--- src/rtl/bytebasher_pkg.sv ---
// Shared definitions for the BCD game timer.
//   BCD_MAX        largest legal BCD digit
//   speed_e        tick-rate selector encodings (divider shift amount)
//   timer_state_e  game timer FSM state encodings
package bytebasher_pkg;

    localparam logic [3:0] BCD_MAX = 4'd9;

    typedef enum logic [1:0] {
        SPD_1X = 2'd0,
        SPD_2X = 2'd1,
        SPD_4X = 2'd2,
        SPD_8X = 2'd3
    } speed_e;

    typedef enum logic [1:0] {
        ST_IDLE   = 2'd0,
        ST_RUN    = 2'd1,
        ST_PAUSED = 2'd2,
        ST_DONE   = 2'd3
    } timer_state_e;

endpackage

--- src/rtl/bcd_game_timer_tick_gen.sv ---
// tick_gen: programmable-rate tick generator for the BCD game timer.
//   ClockIn  in  system clock
//   Reset    in  synchronous active-high reset (divider loads period-1)
//   Restart  in  reload the divider with period-1
//   En       in  count enable; when low the divider holds its value
//   Speed    in  rate select, period = CLOCK_FREQUENCY >> Speed
//   Tick     out one-cycle pulse when an enabled divider reaches zero
module tick_gen
    import bytebasher_pkg::*;
#(
    parameter int CLOCK_FREQUENCY = 50000000,
    parameter int CNT_W           = 27
) (
    input  logic       ClockIn,
    input  logic       Reset,
    input  logic       Restart,
    input  logic       En,
    input  logic [1:0] Speed,
    output logic       Tick
);

    localparam logic [CNT_W-1:0] FREQ = CNT_W'(CLOCK_FREQUENCY);

    logic [CNT_W-1:0] cnt_q, cnt_d, reload;

    // Speed is only consulted at reload, so a rate change never cuts a
    // running period short.
    assign reload = (FREQ >> Speed) - CNT_W'(1);
    assign Tick   = En && (cnt_q == '0);

    // NOTE: every combinational output gets a default first so no latch is inferred.
    always_comb begin
        cnt_d = cnt_q;
        if (Restart) begin
            cnt_d = reload;
        end else if (En) begin
            cnt_d = (cnt_q == '0) ? reload : cnt_q - CNT_W'(1);
        end
    end

    // NOTE: state registers use non-blocking assignments only.
    always_ff @(posedge ClockIn) begin
        if (Reset) cnt_q <= reload;
        else       cnt_q <= cnt_d;
    end

endmodule

--- src/rtl/bcd_game_timer.sv ---
// bcd_game_timer: run/pause/done BCD timer over DIGITS decimal digits.
//   ClockIn    in  system clock
//   Reset      in  synchronous active-high reset
//   Load       in  strobe: capture clamped LoadValue, go IDLE
//   LoadValue  in  BCD start value, digit 0 in [3:0]
//   Start      in  strobe: IDLE/DONE -> RUN, latches Up
//   Pause      in  level: hold the count while high
//   Up         in  count direction (1 = up)
//   Speed      in  tick rate 1x/2x/4x/8x
//   Digits     out current BCD count
//   Running    out high in RUN
//   Expired    out one-cycle pulse on reaching the terminal value
//   Done       out high in DONE
module bcd_game_timer
    import bytebasher_pkg::*;
#(
    parameter int CLOCK_FREQUENCY = 50000000,
    parameter int DIGITS          = 2,
    parameter int CNT_W           = 27
) (
    input  logic                ClockIn,
    input  logic                Reset,
    input  logic                Load,
    input  logic [4*DIGITS-1:0] LoadValue,
    input  logic                Start,
    input  logic                Pause,
    input  logic                Up,
    input  logic [1:0]          Speed,
    output logic [4*DIGITS-1:0] Digits,
    output logic                Running,
    output logic                Expired,
    output logic                Done
);

    timer_state_e        state_q, state_d;
    logic [4*DIGITS-1:0] digits_q, digits_d, start_q, start_d;
    logic                up_q, up_d, expired_q, expired_d;
    logic                restart, tick, start_ok;

    logic [4*DIGITS-1:0] cur, inc, dec, nxt, clamped;
    logic [DIGITS-1:0]   carry, borrow, cur_nine, cur_zero, nxt_nine, nxt_zero;

    // Leaving DONE restarts from the stored start value, so the arithmetic
    // and terminal checks work on whatever value the next cycle will count from.
    assign cur = (state_q == ST_DONE) ? start_q : digits_q;
    assign nxt = up_q ? inc : dec;
    assign carry[0]  = 1'b1;
    assign borrow[0] = 1'b1;

    for (genvar g = 0; g < DIGITS; g++) begin : g_bcd
        logic [3:0] d, lv;
        assign d  = cur[4*g +: 4];
        assign lv = LoadValue[4*g +: 4];

        assign inc[4*g +: 4]     = !carry[g]  ? d : (d == BCD_MAX) ? 4'd0 : d + 4'd1;
        assign dec[4*g +: 4]     = !borrow[g] ? d : (d == 4'd0) ? BCD_MAX : d - 4'd1;
        assign clamped[4*g +: 4] = (lv > BCD_MAX) ? BCD_MAX : lv;

        assign cur_nine[g] = (d == BCD_MAX);
        assign cur_zero[g] = (d == 4'd0);
        assign nxt_nine[g] = (nxt[4*g +: 4] == BCD_MAX);
        assign nxt_zero[g] = (nxt[4*g +: 4] == 4'd0);

        if (g < DIGITS - 1) begin : g_ripple
            assign carry[g+1]  = carry[g]  && (d == BCD_MAX);
            assign borrow[g+1] = borrow[g] && (d == 4'd0);
        end
    end

    assign start_ok = Start && (state_q == ST_IDLE || state_q == ST_DONE);
    assign restart  = Load || start_ok;

    tick_gen #(
        .CLOCK_FREQUENCY (CLOCK_FREQUENCY),
        .CNT_W           (CNT_W)
    ) u_tick_gen (
        .ClockIn (ClockIn),
        .Reset   (Reset),
        .Restart (restart),
        .En      (state_q == ST_RUN),
        .Speed   (Speed),
        .Tick    (tick)
    );

    always_comb begin
        state_d   = state_q;
        digits_d  = digits_q;
        start_d   = start_q;
        up_d      = up_q;
        expired_d = 1'b0;
        if (Load) begin
            state_d  = ST_IDLE;
            digits_d = clamped;
            start_d  = clamped;
        end else if (start_ok) begin
            up_d     = Up;
            digits_d = cur;
            if (Up ? &cur_nine : &cur_zero) begin
                state_d   = ST_DONE;
                expired_d = 1'b1;
            end else begin
                state_d = ST_RUN;
            end
        end else if (state_q == ST_RUN) begin
            if (tick) begin
                digits_d = nxt;
                if (up_q ? &nxt_nine : &nxt_zero) begin
                    state_d   = ST_DONE;
                    expired_d = 1'b1;
                end else if (Pause) begin
                    state_d = ST_PAUSED;
                end
            end else if (Pause) begin
                state_d = ST_PAUSED;
            end
        end else if (state_q == ST_PAUSED && !Pause) begin
            state_d = ST_RUN;
        end
    end

    always_ff @(posedge ClockIn) begin
        if (Reset) begin
            state_q   <= ST_IDLE;
            digits_q  <= '0;
            start_q   <= '0;
            up_q      <= 1'b0;
            expired_q <= 1'b0;
        end else begin
            state_q   <= state_d;
            digits_q  <= digits_d;
            start_q   <= start_d;
            up_q      <= up_d;
            expired_q <= expired_d;
        end
    end

    assign Digits  = digits_q;
    assign Running = (state_q == ST_RUN);
    assign Done    = (state_q == ST_DONE);
    assign Expired = expired_q;

endmodule

--- config.mk ---
export PLATFORM = sky130hd
export DESIGN_NAME = bcd_game_timer
export DESIGN_NICKNAME = d
export VERILOG_FILES = /design/src/rtl/bytebasher_pkg.sv /design/src/rtl/bcd_game_timer_tick_gen.sv /design/src/rtl/bcd_game_timer.sv
export SDC_FILE = /design/constraint.sdc
export NUM_CORES = 1
export LEC_CHECK = 0
export CORE_AREA = 2 2 101 103
export DETAILED_ROUTE_END_ITERATION = 10
export DIE_AREA = 0 0 103 105
export SLEW_MARGIN = 10
export SYNTH_ARGS = -nofsm -noshare
export SYNTH_HDL_FRONTEND = slang
export SYNTH_SLANG_ARGS = --single-unit
--- constraint.sdc ---
create_clock -name ClockIn -period 2.45 [get_ports ClockIn]
set_input_delay 0.735 -clock ClockIn [delete_from_list [all_inputs] [get_ports ClockIn]]
set_output_delay 0.735 -clock ClockIn [all_outputs]
set_load 0.03 [all_outputs]
==> insert_results.sql, run 1 <==
INSERT INTO impl_metrics (metric_group, metric, value, unit) VALUES
('synthesis', 'synth.lib_cells_used.distinct', '68', ''),
('worst_setup_path', 'worst_setup_path_endpoint', 'state_q[1]$_SDFFE_PP0P_', ''),
('grt', 'first_global_vias', '2920', ''),
('grt', 'antenna_found_initial', '0', ''),
('finish', 'final.fill_count', '939', ''),
('worst_setup_path', 'reg2reg_to', 'state_q[1]$_SDFFE_PP0P_', ''),
('timing', 'worstMarginPinSlew', '0.412', 'ns'),
('finish', 'final_area', '4430', 'um2'),
('drt', 'route.antenna.remaining_nets', '0', ''),
('timing', 'min_period_over_period', '99.9', '%'),
('synthesis', 'netlist_area', '3300', 'um2'),
('drt', 'wl_met2', '4650', 'um'),
('synthesis', 'synth-main-ff-cell', 'sky130_fd_sc_hd__edfxtp_1', ''),
('synthesis', 'synth-edff-count', '27', ''),
('worst_setup_path', 'worstSetupStartpointType', 'register', ''),
('place', 'detailed_place_hpwl', '6700', 'um'),
('drt', 'drt-met1-wl', '4050', 'um'),
('grt', 'grt_first_pass_wirelength', '14100', 'um'),
('drt', 'route.detailed.wl_per_inst', '15.9', 'um'),
('drt', 'via_count', '3133', ''),
('worst_setup_path', 'delay_of_the_slowest_cell_on_the_worst_path', '0.60', 'ns'),
('power', 'pwr_cell_area', '481', 'nW/um2'),
('drt', 'routed_wirelength', '9210', 'um'),
('place', 'postPlaceCellArea', '4120', 'um2'),
('synthesis', 'async_flop_share', '0', '%'),
('run_status', 'outcome', 'finished, final reports clean', ''),
('worst_setup_path', 'critical_path.slowest_cell', 'sky130_fd_sc_hd__or4_4', ''),
('worst_setup_path', 'cp.depth', '7', ''),
('timing', 'grt_setup_unrepaired', 'yes', ''),
('floorplan', 'floorplan.die.height', '105', 'um'),
('place', 'quantity_of_i_o_buffers_inserted_on_ports', '26', ''),
('grt', 'grt.total_usage', '16.6', '%'),
('place', 'globalplace.congestion', '0.848', ''),
('synthesis', 'synth.area.top_cells', 'sky130_fd_sc_hd__edfxtp_1, sky130_fd_sc_hd__dfxtp_1, sky130_fd_sc_hd__a21oi_1', ''),
('clocking', 'clk_path_buf_depth', '2', ''),
('synthesis', 'count_leader_synth', 'sky130_fd_sc_hd__nor2_1', ''),
('worst_setup_path', 'timing.critical_path.buf_inv', '1', ''),
('floorplan', 'initial_utilization', '34.2', '%'),
('timing', 'final.setup_skew', '0.00884', 'ns'),
('clocking', 'cts.reportedPaths.clkPinSlew', '0.10', 'ns'),
('grt', 'pin_count_of_the_biggest_net_entering_global_routing', '21', ''),
('worst_setup_path', 'crit_path_max_fo', '8', ''),
('clocking', 'clock_insertion_delay_worst_skew', '0.32', 'ns'),
('floorplan', 'design.die.area', '10800', 'um2'),
('grt', 'grt.overflow.total', '0', ''),
('worst_setup_path', 'endpoint_kind', 'register', ''),
('clocking', 'htree_levels', '2', ''),
('worst_hold_path', 'min_path_type', 'reg -> reg', ''),
('timing', 'fmax', '409', 'MHz'),
('clocking', 'cts_sinks', '47', ''),
('power', 'static_leakage', '0.00158', 'uW'),
('power', 'peakVddDrop', '0.353', 'mV'),
('worst_setup_path', 'worstSetupStartpoint', 'u_tick_gen.cnt_q[16]$_DFFE_PP_', ''),
('timing', 'setup_slack', '0.00357', 'ns'),
('timing', 'final_period_minus_worst_setup_slack', '2.45', 'ns'),
('synthesis', 'syn-mean-instance-area', '9.23', 'um2'),
('synthesis', 'syn-num-nets', '378', ''),
('timing', 'finalSetupViolations', '0', ''),
('drt', 'met3_wirelength', '422', 'um'),
('drt', 'avgViaCountPerCell', '5.41', ''),
('synthesis', 'synth_common_cells', 'sky130_fd_sc_hd__nor2_1, sky130_fd_sc_hd__a21oi_1, sky130_fd_sc_hd__edfxtp_1, sky130_fd_sc_hd__nand2_1, sky130_fd_sc_hd__dfxtp_1', ''),
('finish', 'drive_gt1_share', '27.1', '%'),
('synthesis', 'ffs_latches_synth', '47', ''),
('worst_setup_path', 'type_of_the_worst_setup_path', 'reg -> reg', ''),
('floorplan', 'floorplan.rows', '36', ''),
('timing', 'timing.hold.ws', '0.522', 'ns'),
('floorplan', 'io-pin-count', '27', ''),
('finish', 'finalNetCount', '466', ''),
('synthesis', 'yosys_warnings', '0', ''),
('drt', 'dr.max_layer_used', 'met4', ''),
('floorplan', 'coreArea', '9640', 'um2');
per-layer routing:
metal  global-route usage (%)  vias up
met3                     2.68        7
li1                         -     1532
met4                     4.51        0
met2                     28.2       93
met1                     21.6     1501
met5                        0        -
what timing repair did:
action                     in CTS  in global routing
setup endpoints to repair       4                 17
setup buffers                   0                 10
resized for setup               3                 22
hold endpoints to repair        0                  0
pin swaps                       1                  9
where the power goes:
part / leakage (uW) / switching, uW / internal [uW]
logic: 0.00110 / 302 / 278
clock network: 0.0000562 / 296 / 305
registers: 0.000424 / 53.4 / 896
registers in the layout (all words and copies together) (netlist names), named ones only:
| register | flops |
|---|---|
| Digits | 8 |
| Expired | 1 |
| start_q | 8 |
| state_q | 2 |
| u_tick_gen.cnt_q | 26 |
| up_q | 1 |
layout make-up:
type,instances,area [um2],share of cell area (%)
clock buffer,5,68.8,1.55
clock inverter,3,42.5,0.960
inverter,7,26.3,0.593
multi-input combinational,287,2050,46.2
sequential,47,1210,27.4
tap,133,166,3.76
timing repair buffer,97,865,19.5
per-stage QoR:
stage	total power, uW	std cells	utilization, %	TNS (ns)
6_report	2130	579	46.0	0
2_1_floorplan	1290	357	-	0
3_5_place_dp	1520	561	42.8	-0.0282
3_3_place_gp	1510	561	42.8	0
5_1_grt	2230	579	46.0	-0.0748
4_1_cts	2110	569	44.0	-0.0217
worst min-delay path by stage:
stage | from | end | slack (ns) | cells past startpoint
2_1_floorplan | start_q[4]$_SDFFE_PP0P_ | start_q[4]$_SDFFE_PP0P_ | 0.47 | 2
3_3_place_gp | start_q[4]$_SDFFE_PP0P_ | start_q[4]$_SDFFE_PP0P_ | 0.50 | 2
3_5_place_dp | start_q[4]$_SDFFE_PP0P_ | start_q[4]$_SDFFE_PP0P_ | 0.50 | 2
4_1_cts | start_q[4]$_SDFFE_PP0P_ | start_q[4]$_SDFFE_PP0P_ | 0.52 | 2
5_1_grt | start_q[6]$_SDFFE_PP0P_ | start_q[6]$_SDFFE_PP0P_ | 0.55 | 2
6_report | start_q[4]$_SDFFE_PP0P_ | start_q[4]$_SDFFE_PP0P_ | 0.52 | 2
tightest hold or removal path, stage by stage, from the launching register on:
cell and delay, ns:
sky130_fd_sc_hd__dfxtp_1 0.35, sky130_fd_sc_hd__nand2b_1 0.08, sky130_fd_sc_hd__a21oi_1 0.06
cells by family after synthesis:
| kind of cell | Yosys count | synth area share, % |
|---|---|---|
| AO/OA/AOI/OAI | 98 | 21.3 |
| adder cells (fa/ha/maj) | 5 | 1.90 |
| buffers and inverters | 23 | 4.40 |
| XOR/XNOR | 20 | 5.32 |
| flip-flops | 47 | 36.8 |
| multiplexers | 21 | 6.68 |
| AND/OR/NAND/NOR | 143 | 23.7 |
cell usage in the layout (no fill, tap or decap), types with 4 or more instances in the layout:
cell                              instances
sky130_fd_sc_hd__or3_1                    6
sky130_fd_sc_hd__ha_1                     4
sky130_fd_sc_hd__nor2b_1                  4
sky130_fd_sc_hd__clkbuf_8                 5
sky130_fd_sc_hd__xnor2_1                 15
sky130_fd_sc_hd__a31oi_1                  4
sky130_fd_sc_hd__edfxtp_1                27
sky130_fd_sc_hd__buf_12                   5
sky130_fd_sc_hd__o211ai_1                 4
sky130_fd_sc_hd__buf_4                   63
sky130_fd_sc_hd__inv_1                    6
sky130_fd_sc_hd__nand2b_1                12
sky130_fd_sc_hd__clkdlybuf4s50_1         24
sky130_fd_sc_hd__nor3_1                  17
sky130_fd_sc_hd__a311oi_1                 4
sky130_fd_sc_hd__xor2_1                   5
sky130_fd_sc_hd__nand3_1                  7
sky130_fd_sc_hd__o21ai_0                 19
sky130_fd_sc_hd__a21oi_1                 30
sky130_fd_sc_hd__dfxtp_1                 17
sky130_fd_sc_hd__mux2i_1                 11
sky130_fd_sc_hd__nor2_1                  37
sky130_fd_sc_hd__mux2_2                   7
sky130_fd_sc_hd__or4_4                    6
sky130_fd_sc_hd__nand2_1                 27
Note: power is estimated with default switching activity, not from simulation.
==> inputs of run 2 (changes only) <==
--- a/config.mk
+++ b/config.mk
@@ -8,6 +8,7 @@
 export CORE_AREA = 2 2 101 103
 export DETAILED_ROUTE_END_ITERATION = 10
 export DIE_AREA = 0 0 103 105
+export GPL_ROUTABILITY_DRIVEN = 0
 export SLEW_MARGIN = 10
 export SYNTH_ARGS = -nofsm -noshare
 export SYNTH_HDL_FRONTEND = slang
==> results of run 2 <==
The final DEF is identical to that of run 1; final timing and power are the same.
